## src/rtl/l2_arb_pkg.sv

```systemverilog
// Shared types and default widths for the L2 request arbiter.
package l2_arb_pkg;

  localparam int unsigned L2_ARB_NUM_REQUESTERS = 4;
  localparam int unsigned L2_ARB_ADDR_W         = 30;
  localparam int unsigned L2_ARB_DATA_W         = 32;
  localparam int unsigned L2_ARB_BURST_W        = 5;
  localparam int unsigned L2_ARB_ID_W           = $clog2(L2_ARB_NUM_REQUESTERS);

  typedef enum logic {
    IDLE  = 1'b0,
    WDATA = 1'b1
  } l2_arb_state_t;

  typedef struct packed {
    logic [L2_ARB_ID_W-1:0]    id;
    logic                      rnw;
    logic [L2_ARB_BURST_W-1:0] burst_len;
    logic [L2_ARB_ADDR_W-1:0]  addr;
  } l2_arb_request_t;

endpackage

```

## src/rtl/l2_rr_select.sv

```systemverilog
// Rotate-priority encoder: first set bit of valid, searching upward from ptr with wrap.
module l2_rr_select #(
  parameter int unsigned N     = 4,
  parameter int unsigned IDX_W = 2
) (
  input  logic [N-1:0]     valid,
  input  logic [IDX_W-1:0] ptr,
  output logic [IDX_W-1:0] winner,
  output logic             any_valid
);

  int unsigned idx;

  always_comb begin
    winner    = '0;
    any_valid = 1'b0;
    idx       = 0;
    for (int unsigned i = 0; i < N; i++) begin
      idx = (32'(ptr) + i) % N;
      if (!any_valid && valid[idx]) begin
        winner    = IDX_W'(idx);
        any_valid = 1'b1;
      end
    end
  end

endmodule

```

## src/rtl/l2_request_arbiter.sv

```systemverilog
// Shares the L2 request and write-data FIFOs between requesters; writes hold ownership for the burst.
// Define L2_ARB_FIXED_PRIORITY_EN for lowest-index-wins arbitration instead of round-robin.
module l2_request_arbiter
  import l2_arb_pkg::*;
#(
  parameter int unsigned NUM_REQUESTERS = L2_ARB_NUM_REQUESTERS,
  parameter int unsigned ADDR_W         = L2_ARB_ADDR_W,
  parameter int unsigned DATA_W         = L2_ARB_DATA_W,
  parameter int unsigned BURST_W        = L2_ARB_BURST_W
) (
  input  logic                              clk,
  input  logic                              rst,
  input  logic [NUM_REQUESTERS-1:0]         req_valid,
  input  logic [NUM_REQUESTERS*ADDR_W-1:0]  req_addr,
  input  logic [NUM_REQUESTERS-1:0]         req_rnw,
  input  logic [NUM_REQUESTERS*BURST_W-1:0] req_burst_len,
  output logic [NUM_REQUESTERS-1:0]         req_ack,
  input  logic [NUM_REQUESTERS-1:0]         wr_valid,
  input  logic [NUM_REQUESTERS*DATA_W-1:0]  wr_data,
  output logic [NUM_REQUESTERS-1:0]         wr_ack,
  output logic                              rq_push,
  output l2_arb_request_t                   rq_data,
  input  logic                              rq_full,
  output logic                              wd_push,
  output logic [DATA_W-1:0]                 wd_data,
  input  logic                              wd_full,
  output logic                              busy
);

  localparam int unsigned IDX_W = $clog2(NUM_REQUESTERS);

  l2_arb_state_t      state;
  logic [IDX_W-1:0]   owner;
  logic [BURST_W-1:0] words_left;
  logic [IDX_W-1:0]   sel_ptr;
  logic [IDX_W-1:0]   winner;
  logic               any_valid;
  logic               grant;
  logic               beat;

`ifdef L2_ARB_FIXED_PRIORITY_EN
  assign sel_ptr = '0;
`else
  logic [IDX_W-1:0] rr_ptr;
  assign sel_ptr = rr_ptr;
`endif

  l2_rr_select #(
    .N     (NUM_REQUESTERS),
    .IDX_W (IDX_W)
  ) u_select (
    .valid     (req_valid),
    .ptr       (sel_ptr),
    .winner    (winner),
    .any_valid (any_valid)
  );

  // Gating on rst keeps every output low while reset is held, even mid-cycle.
  assign grant = !rst && (state == IDLE) && any_valid && !rq_full;
  assign beat  = (state == WDATA) && wr_valid[owner] && !wd_full;

  always_comb begin
    req_ack           = '0;
    wr_ack            = '0;
    rq_push           = grant;
    wd_push           = beat;
    busy              = (state == WDATA);
    rq_data.id        = L2_ARB_ID_W'(winner);
    rq_data.rnw       = req_rnw[winner];
    rq_data.burst_len = L2_ARB_BURST_W'(req_burst_len[winner*BURST_W +: BURST_W]);
    rq_data.addr      = L2_ARB_ADDR_W'(req_addr[winner*ADDR_W +: ADDR_W]);
    wd_data           = wr_data[owner*DATA_W +: DATA_W];
    if (grant) req_ack[winner] = 1'b1;
    if (beat)  wr_ack[owner]   = 1'b1;
  end

  always_ff @(posedge clk or posedge rst) begin
    if (rst) begin
      state      <= IDLE;
      owner      <= '0;
      words_left <= '0;
`ifndef L2_ARB_FIXED_PRIORITY_EN
      rr_ptr     <= '0;
`endif
    end else begin
      case (state)
        IDLE: begin
          if (grant) begin
`ifndef L2_ARB_FIXED_PRIORITY_EN
            rr_ptr <= (32'(winner) == NUM_REQUESTERS - 1) ? '0 : winner + 1'b1;
`endif
            if (!req_rnw[winner]) begin
              state      <= WDATA;
              owner      <= winner;
              words_left <= req_burst_len[winner*BURST_W +: BURST_W];
            end
          end
        end
        WDATA: begin
          // The beat consumed with words_left == 0 is the last of the burst.
          if (beat) begin
            if (words_left == '0) state <= IDLE;
            else                  words_left <= words_left - 1'b1;
          end
        end
        default: state <= IDLE;
      endcase
    end
  end

endmodule

```

## config.mk

```make
export PLATFORM = sky130hd
export DESIGN_NAME = l2_request_arbiter
export DESIGN_NICKNAME = d
export VERILOG_FILES = /design/src/rtl/l2_arb_pkg.sv /design/src/rtl/l2_rr_select.sv /design/src/rtl/l2_request_arbiter.sv
export SDC_FILE = /design/constraint.sdc
export NUM_CORES = 1
export LEC_CHECK = 0
export CAP_MARGIN = 10
export CORE_AREA = 2 2 143 145
export CTS_CLUSTER_DIAMETER = 80
export DETAILED_ROUTE_END_ITERATION = 10
export DIE_AREA = 0 0 145 147
export DONT_BUFFER_PORTS = 1
export MAX_ROUTING_LAYER = met4
export PLACE_DENSITY = 0.3
export SLEW_MARGIN = 20
export SYNTH_ARGS = -nofsm -noshare
export SYNTH_HDL_FRONTEND = slang
export SYNTH_SLANG_ARGS = --single-unit
```

## constraint.sdc

```tcl
create_clock -name clk -period 5 [get_ports clk]
set_input_delay 1 -clock clk [delete_from_list [all_inputs] [get_ports clk]]
set_output_delay 1 -clock clk [all_outputs]
set_load 0.005 [all_outputs]
```

==> metrics.cfg <==
[routing]
drtIter0Drc = 205
wirelength_um = 16100
vias = 3089
route.antenna.remaining_nets = 0
dr.pass1.iters = 4
routed_via_density = 4.93
wl_per_cell_um = 25.6
route.detailed.drc = 0

[clocking]
clock-root-buffer = clkbuf_16
clkLatencyLatePin_ns = 0.24
hold_buffers = 0
clockBufferDepth = 2
cts_sinks = 10
post_cts_buffers = 0
clk_pin_slew_worst_paths_ns = 0.04
htreeDepth = 1
cts_buffers = 3
cts_resized = 0
cts_tree = done

[synth]
synth.most_common_cell = nand2_1
ys_seq_area_share_pct = 8.81
synth-async-reset-ratio_pct = 100
synth.distinct_cells = 49
syn_avg_cell_area_um2 = 7.57
synth_common_cells = nand2_1, and3_1, mux4_2
synth_nets = 665
synth-main-ff-cell = dfrtp_1
yosys-top-cells-area = mux4_2, nand2_1, dfrtp_1
syn_inst = 375
synth_area_leader_cell = mux4_2
yosys_warnings = 0
synth_edf_count = 0
synth.cell_area_mm2 = 0.00284
ys_ff_latch = 10
synth_top_area_share_pct = 26.2

[sta]
setup_tns_ns = 0
rsz0062_at_grt = no
min_period_ns = 4.09
hold_viol = 0
setup_viol = 0
skew_ns = 0.00675
clock.fmax_mhz = 244
holdWs_ns = 0.542
drv_slew = 0
slew-limit-headroom_pct = 44.5
worstMarginPinSlew_ns = 0.832
finalCritPeriodShare_pct = 81.8

[floorplanning]
core_area_mm2 = 0.0198
start_util_pct = 14.3
num_io_pins = 365
die_area_mm2 = 0.0213
rows = 52
die_w_um = 145
die-height_um = 147

[power]
power_w = 0.00150
p_comb_share_pct = 77.5
p_per_area_mw_per_mm2 = 473
p_clk_share_pct = 9.9
power.internal_w = 0.000660
p_leak_nw = 1.23
p_sw_share_pct = 55.9
ir_drop_uv = 122
seqPwrFrac_pct = 12.6
p_sw_w = 0.000836

[worst_setup_path]
required_ns = 4.00
critPathCaptureType = output pin
worst-r2r-setup-slack_ns = 1.94
reg2reg_from = rr_ptr[0]
startpoint_type = input pin
rr_worst_depth = 8
r2r-end = words_left[2]
path_class = in2out
arrival_ns = 3.09
cp_max_fo = 71

[place]
hpwl_um = 14100
gp_congestion = 0.922
placed_area_mm2 = 0.00307
portBuffers = 0

[global_routing]
track_usage_pct = 14.3
grt.met3_usage_pct = 3.29
gr-usage-met1_pct = 13.7
grt_max_degree = 72
use_met2_pct = 28.0
grt-ovfl-total = 0
grt_pass1_wl_um = 22000
grt_pass1_vias = 3164
busiest_layer = met2
antenna_found_initial = 7

[run_status]
status = completed

[layout]
design_area_mm2 = 0.00316
area_growth_pct = 11.5
register_area_um2 = 251
drive_gt1_share_pct = 16.9
num-nets-final = 641
fill_cells = 2291
multi_input_area_mm2 = 0.00240

[worst_hold_path]
whs_endpoint = words_left[1]
min-delay-start = words_left[1]
min_path_type = reg2reg
hold_depth = 1

[run]
drv_cap = 0

## state kept, by name, indices dropped and copies added, names as in the netlist
register,flops
words_left,5
owner,2
rr_ptr,2
busy,1
## placed cells by master, fill, tap and decap left out, types with 2 or more instances in the layout
| cell type | n |
|---|---|
| nor3_1 | 5 |
| nand3b_1 | 3 |
| clkbuf_16 | 3 |
| buf_4 | 6 |
| dfrtp_1 | 9 |
| inv_1 | 5 |
| and2_1 | 6 |
| a21oi_1 | 10 |
| mux2_4 | 2 |
| a31oi_1 | 31 |
| and3_1 | 36 |
| nor2_1 | 13 |
| a211oi_1 | 3 |
| diode_2 | 6 |
| mux2i_1 | 7 |
| nor3b_1 | 2 |
| inv_2 | 2 |
| a2111oi_0 | 2 |
| a211o_1 | 2 |
| mux4_2 | 33 |
| o21ai_0 | 4 |
| ha_1 | 6 |
| nand2_1 | 129 |
| a221oi_1 | 4 |
## worst max path at each step
stage | slack, ns | endpoint | from | depth (start not counted)
6_report | 0.91 | rq_data[31] | req_valid[2] | 6
5_1_grt | 0.72 | rq_data[31] | req_valid[1] | 6
4_1_cts | 0.87 | rq_data[31] | req_valid[2] | 6
3_5_place_dp | 0.87 | rq_data[31] | req_valid[2] | 6
3_3_place_gp | 0.88 | rq_data[31] | req_valid[2] | 6
2_1_floorplan | 1.34 | req_ack[2] | req_valid[0] | 9
## layout make-up
| cell class | instances | share of cell area (%) |
|---|---|---|
| repair buffers | 6 | 1.42 |
| diodes | 6 | 0.474 |
| flip-flops and latches | 10 | 7.95 |
| clock buffers | 4 | 2.49 |
| multi-input cells | 322 | 75.9 |
| inverters | 8 | 1.11 |
| well taps | 270 | 10.7 |
## cell families (layout without fill, tap and decap cells)
| group | count (synthesis) | in the layout | synth area share (%) |
|---|---|---|---|
| muxes | 44 | 44 | 30.9 |
| buffers and inverters | 43 | 18 | 6.83 |
| other | 0 | 6 | 0 |
| and+or+nand+nor | 204 | 204 | 33.4 |
| AOI/OAI and AO/OA | 68 | 68 | 17.4 |
| DFF | 10 | 10 | 8.81 |
| adders and majority gates | 6 | 6 | 2.64 |
## routing by layer
metal,vias to the layer above,part of all wire (%)
met5,-,0
met4,0,3.2
met3,22,9.6
met2,255,55
met1,1464,32
li1,1348,-
## stage by stage
| step | cells | worst slack (ns) | util, % |
|---|---|---|---|
| finish | 626 | 0.908 | 15.9 |
| floorplan | 375 | 1.34 | - |
| CTS | 620 | 0.868 | 15.9 |
| detailed placement | 616 | 0.872 | 15.5 |
| global placement | 616 | 0.877 | 15.5 |
| global route | 624 | 0.719 | 15.9 |
## power groups by stage
stage | logic, W | registers (W) | clock network (W)
CTS | 0.00119 | 0.000190 | 0.000151
global placement | 0.00118 | 0.000190 | 0
global route | 0.00128 | 0.000199 | 0.000156
floorplan | 0.000949 | 0.000139 | 0
detailed placement | 0.00119 | 0.000191 | 0
finish | 0.00116 | 0.000189 | 0.000148
## worst max-delay path: stages
cell	delay, ns
nor2b_1	0.13
or4_4	0.57
nand2_8	0.36
inv_6	0.29
mux2i_1	0.49
a21oi_1	0.18
Power figures use the tool's default switching activity.
